### src/rtl/m_reg_pkg.sv
// Shared pipeline package: opcode constants, the register-stage field bundle
// and the NOP pattern that bubbles and reset load into every stage register.
package m_reg_pkg;

  localparam int OP_W  = 6;
  localparam int VAL_W = 32;
  localparam int REG_W = 5;

  // Opcodes understood by the pipeline (MIPS-style encodings).
  localparam logic [OP_W-1:0] IROP  = 6'b000000;
  localparam logic [OP_W-1:0] IJ    = 6'b000010;
  localparam logic [OP_W-1:0] IADDI = 6'b001000;
  localparam logic [OP_W-1:0] IANDI = 6'b001100;
  localparam logic [OP_W-1:0] IORI  = 6'b001101;
  localparam logic [OP_W-1:0] IXORI = 6'b001110;
  localparam logic [OP_W-1:0] INORI = 6'b010011;
  localparam logic [OP_W-1:0] ILW   = 6'b100011;
  localparam logic [OP_W-1:0] ISW   = 6'b101011;

  // Fields carried by the Execute -> Memory pipeline register.
  typedef struct packed {
    logic [OP_W-1:0]  op;
    logic [VAL_W-1:0] valE;
    logic [VAL_W-1:0] valA;
    logic [REG_W-1:0] dstE;
    logic [REG_W-1:0] dstM;
  } mFields_t;

  // NOP: an R-type instruction that writes register $0.
  localparam mFields_t NOP_FIELDS = '{
    op:   IROP,
    valE: '0,
    valA: '0,
    dstE: '0,
    dstM: '0
  };

endpackage

### src/rtl/m_reg_pipe_field_reg.sv
// pipe_field_reg: one field of a pipeline register. Asynchronous reset to
// RESET_VAL, bubble loads bubbleVal, stall holds, otherwise loads d.
module pipe_field_reg #(
  parameter int              WIDTH     = 1,
  parameter logic [WIDTH-1:0] RESET_VAL = '0
) (
  output logic [WIDTH-1:0] q,
  input  logic             clk,
  input  logic             rst,
  input  logic             stall,
  input  logic             bubble,
  input  logic [WIDTH-1:0] bubbleVal,
  input  logic [WIDTH-1:0] d
);

  // Field flop: reset > bubble > stall > load.
  always_ff @(posedge clk or posedge rst) begin
    if (rst) begin
      q <= RESET_VAL;
    end else if (bubble) begin
      q <= bubbleVal;
    end else if (!stall) begin
      q <= d;
    end
  end

endmodule

### src/rtl/m_reg.sv
// m_reg: Execute -> Memory pipeline register. Every output comes straight
// from a pipe_field_reg flop. Optional feature macro: M_REG_VALID_EN adds
// the M_valid output (0 on reset/bubble, 1 after a load, held on stall).
module m_reg
  import m_reg_pkg::*;
(
  output logic [OP_W-1:0]  M_op,
  output logic [VAL_W-1:0] M_valE,
  output logic [VAL_W-1:0] M_valA,
  output logic [REG_W-1:0] M_dstE,
  output logic [REG_W-1:0] M_dstM,
  input  logic             clk,
  input  logic [OP_W-1:0]  E_op,
  input  logic [VAL_W-1:0] e_valE,
  input  logic [VAL_W-1:0] E_valA,
  input  logic [REG_W-1:0] E_dstE,
  input  logic [REG_W-1:0] E_dstM,
  input  logic             rst,
  input  logic             M_stall,
  input  logic             M_bubble
`ifdef M_REG_VALID_EN
  ,
  output logic             M_valid
`endif
);

  // Opcode passes through undecoded; unknown codes are carried as-is.
  pipe_field_reg #(.WIDTH(OP_W), .RESET_VAL(NOP_FIELDS.op)) opReg (
    .q(M_op), .clk(clk), .rst(rst), .stall(M_stall), .bubble(M_bubble),
    .bubbleVal(NOP_FIELDS.op), .d(E_op)
  );

  pipe_field_reg #(.WIDTH(VAL_W), .RESET_VAL(NOP_FIELDS.valE)) valEReg (
    .q(M_valE), .clk(clk), .rst(rst), .stall(M_stall), .bubble(M_bubble),
    .bubbleVal(NOP_FIELDS.valE), .d(e_valE)
  );

  pipe_field_reg #(.WIDTH(VAL_W), .RESET_VAL(NOP_FIELDS.valA)) valAReg (
    .q(M_valA), .clk(clk), .rst(rst), .stall(M_stall), .bubble(M_bubble),
    .bubbleVal(NOP_FIELDS.valA), .d(E_valA)
  );

  pipe_field_reg #(.WIDTH(REG_W), .RESET_VAL(NOP_FIELDS.dstE)) dstEReg (
    .q(M_dstE), .clk(clk), .rst(rst), .stall(M_stall), .bubble(M_bubble),
    .bubbleVal(NOP_FIELDS.dstE), .d(E_dstE)
  );

  pipe_field_reg #(.WIDTH(REG_W), .RESET_VAL(NOP_FIELDS.dstM)) dstMReg (
    .q(M_dstM), .clk(clk), .rst(rst), .stall(M_stall), .bubble(M_bubble),
    .bubbleVal(NOP_FIELDS.dstM), .d(E_dstM)
  );

`ifdef M_REG_VALID_EN
  // Valid bit: a normal load always carries a real instruction.
  pipe_field_reg #(.WIDTH(1), .RESET_VAL(1'b0)) validReg (
    .q(M_valid), .clk(clk), .rst(rst), .stall(M_stall), .bubble(M_bubble),
    .bubbleVal(1'b0), .d(1'b1)
  );
`endif

endmodule

### config.mk
export PLATFORM = sky130hd
export DESIGN_NAME = m_reg
export DESIGN_NICKNAME = d
export VERILOG_FILES = /design/src/rtl/m_reg_pkg.sv /design/src/rtl/m_reg_pipe_field_reg.sv /design/src/rtl/m_reg.sv
export SDC_FILE = /design/constraint.sdc
export NUM_CORES = 1
export LEC_CHECK = 0
export ABC_AREA = 1
export CORE_ASPECT_RATIO = 0.7
export CORE_UTILIZATION = 43
export CTS_BUF_LIST = sky130_fd_sc_hd__clkbuf_8 sky130_fd_sc_hd__clkbuf_16
export DETAILED_ROUTE_END_ITERATION = 6
export PLACE_DENSITY = 0.85
export SETUP_SLACK_MARGIN = 0.02
export SLEW_MARGIN = 5
export SYNTH_ARGS = -nofsm -noshare
export SYNTH_HDL_FRONTEND = slang
export SYNTH_SLANG_ARGS = --single-unit
export TNS_END_PERCENT = 5
### constraint.sdc
create_clock -name clk -period 9.2 [get_ports clk]
set_clock_uncertainty 0.2 [all_clocks]
set_input_delay 2.3 -clock clk [delete_from_list [all_inputs] [get_ports clk]]
set_output_delay 2.3 -clock clk [all_outputs]
set_load 0.01 [all_outputs]
==> run summary <==
sequential fraction of the synthesis area - 0.626
core outline area - 6980 sq um
clock sink count - 80
wirelength, routed - 8.55 mm
Gate Count Post-Synth - 348
vias in the first global route - 2,730
register area - 2000 sq um
Initial Utilization - 0.459
CP peak stage delay - 0.55 ns
DR iter-0 viols - 166
CP endpoint kind - primary output
max-cap check violation count - 0
Die Width - 105 um
Final nets - 585
Max VDD drop - 0.0802 mV
H-tree depth - 3
Top Ports - 164
worst-skew pair later-pin latency - 0.33 ns
cell area power density - 152 nW/um^2
# rows - 25
Area Growth Syn to Fin - 55.8%
status - complete, no violations
Critical Path Source Type - flip-flop
Final Power - 757 uW
Critical Setup Path Class - flip-flop to primary output
yosys warns - 0
Post-CTS Setup Inserts - 0
fillers - 534
Setup TNS - 0 ns
WL met2 - 4.11 mm
CTS Buffer Depth - 2
layout cells sized above 1 - 0.0435
combinational fraction of design power - 0.171
Lkg Pwr - 2.46 nW
Area contributors post-synth - dfrtp_1 (63%), nand2_1 (19%), nand3_1 (13%), buf_6 (2.8%), buf_2 (2.5%)
Clk pwr share - 0.324
Final Cell Area - 4990 sq um
switching pwr - 190 uW
Port Buf Inserts - 163
RSZ-0062 raised after global routing - no
gr ovfl total - 0
antenna violations before repair - 0
internal power - 567 uW
drt pass-1 iters - 4
Antenna Nets Post-Route - 0
Fmax achieved - 0.265 GHz
Slew Limit Fails - 0
drt wl/cell - 14.3 um
cts bufs inserted - 9
Avg Cell Area, Syn - 9.19 sq um
Worst Path Arrival - 1.27 ns
Rel. slew slack - 0.343
min cycle time layout - 3.77 ns
Non-Filler Instances - 600
global-route wire length before repair - 13.7 mm
Clk pin slew, worst setup/hold paths - 0.08 ns
area of the multi-input gates - 1010 sq um
Worst path top cell family by delay - buffers and inverters
placed cell areas - 4800 sq um
Global Route Usage Sum - 0.226
highest metal used - met4
hold_buf cts - 0
Worst Max-Slew Pin Slew - 0.986 ns
Mapped Area - 3200 sq um
Yosys reg bits - 80
largest net degree at the start of global routing - 82
share of the synthesized area in the top cell type - 0.626
reg-to-reg slack, setup - 8.32 ns
met3 WL post-DR - 611 um
Crit path required time - 6.70 ns
final setup fails - 0
GP Congestion - 0.806
Final WS setup - 5.43 ns
Ant. Diodes - 0
post-place setup slack - 5.11 ns
CTS tree - done
DP Wirelength - 5.68 mm
sequential share of power - 0.505
placed cells - 584
die area - 7790 sq um
via count - 2,930
Die Y - 74.2 um
DRC - 0
worst min path class - flip-flop to flip-flop
Final Cycle Share - 0.410
number of gates resized after cts - 0
Crit Path Max Fanout - 2
critical-path cell list - clkdlybuf4s50_1
Vias/cell - 4.88
commonest non-fill, non-tap cells in the layout - clkdlybuf4s50_1 (162), nand2_1 (160), nand3_1 (80), dfrtp_1 (80), clkbuf_8 (9)
Mapped Nets - 432
post-synth cell types - 9
Yosys top cell by area - dfrtp_1
CP bufs+invs - 1
Metal-1 WL - 3.77 mm
Fin. Hold Viols - 0
CP max-delay cell - clkdlybuf4s50_1
switching share of power - 0.251
CTS root buf - clkbuf_8
most common cell after layout, fill and taps aside - clkdlybuf4s50_1
==> kinds of logic (layout without fill, tap and decap cells) <==
family        count (synthesis)  after routing  synth area share
buf+inv                      27            185            0.0579
simple gates                241            241             0.316
flops                        80             80             0.626
==> layout make-up <==
| class | instances | share of cell area |
|---|---|---|
| flip-flops and latches | 80 | 0.402 |
| repair buffers | 167 | 0.332 |
| multi-input cells | 241 | 0.203 |
| clock buffers | 9 | 0.0248 |
| well taps | 94 | 0.0236 |
| clock inverters | 7 | 0.0130 |
| inverters | 2 | 0.00176 |
==> per-layer routing <==
metal,global-route usage,vias up
li1,-,1417
met1,0.307,1382
met2,0.364,123
met3,0.0622,8
met4,0.0642,0
met5,0,-
==> flip-flops by register name, indices dropped and copies added (netlist names) <==
name       cells
valAReg.q     32
opReg.q        6
valEReg.q     32
dstMReg.q      5
dstEReg.q      5
==> Yosys cell counts <==
cell / n
nor2_4: 1
inv_2: 1
nand2_1: 160
buf_6: 8
buf_4: 1
dfrtp_1: 80
nand3_1: 80
buf_2: 16
inv_1: 1
==> per-stage QoR <==
stage                     hold slack, ns   util
after global routing               0.335  0.715
after global placement             0.289  0.688
after floorplan                    0.340      -
after detailed placement           0.293  0.688
final                              0.309  0.715
after CTS                          0.315  0.715
==> final timing paths <==
kind,start,endpoint,depth (start not counted)
worst min register to register,valEReg.q[5],valEReg.q[5],2
min in group asynchronous,rst,valEReg.q[21],3
max in group asynchronous,rst,valAReg.q[19],3
worst min-delay path,valEReg.q[5],valEReg.q[5],2
worst max register to register,dstEReg.q[1],dstEReg.q[1],2
worst max-delay path,valAReg.q[14],M_valA[14],1
==> power groups by stage <==
stage	registers, mW	clock network (mW)	logic (mW)
after global routing	0.385	0.269	0.140
after global placement	0.389	0	0.128
after floorplan	0.397	0	0.0389
after detailed placement	0.389	0	0.130
final	0.383	0.245	0.129
after CTS	0.383	0.254	0.131
Note: power is estimated with default switching activity, not from simulation.
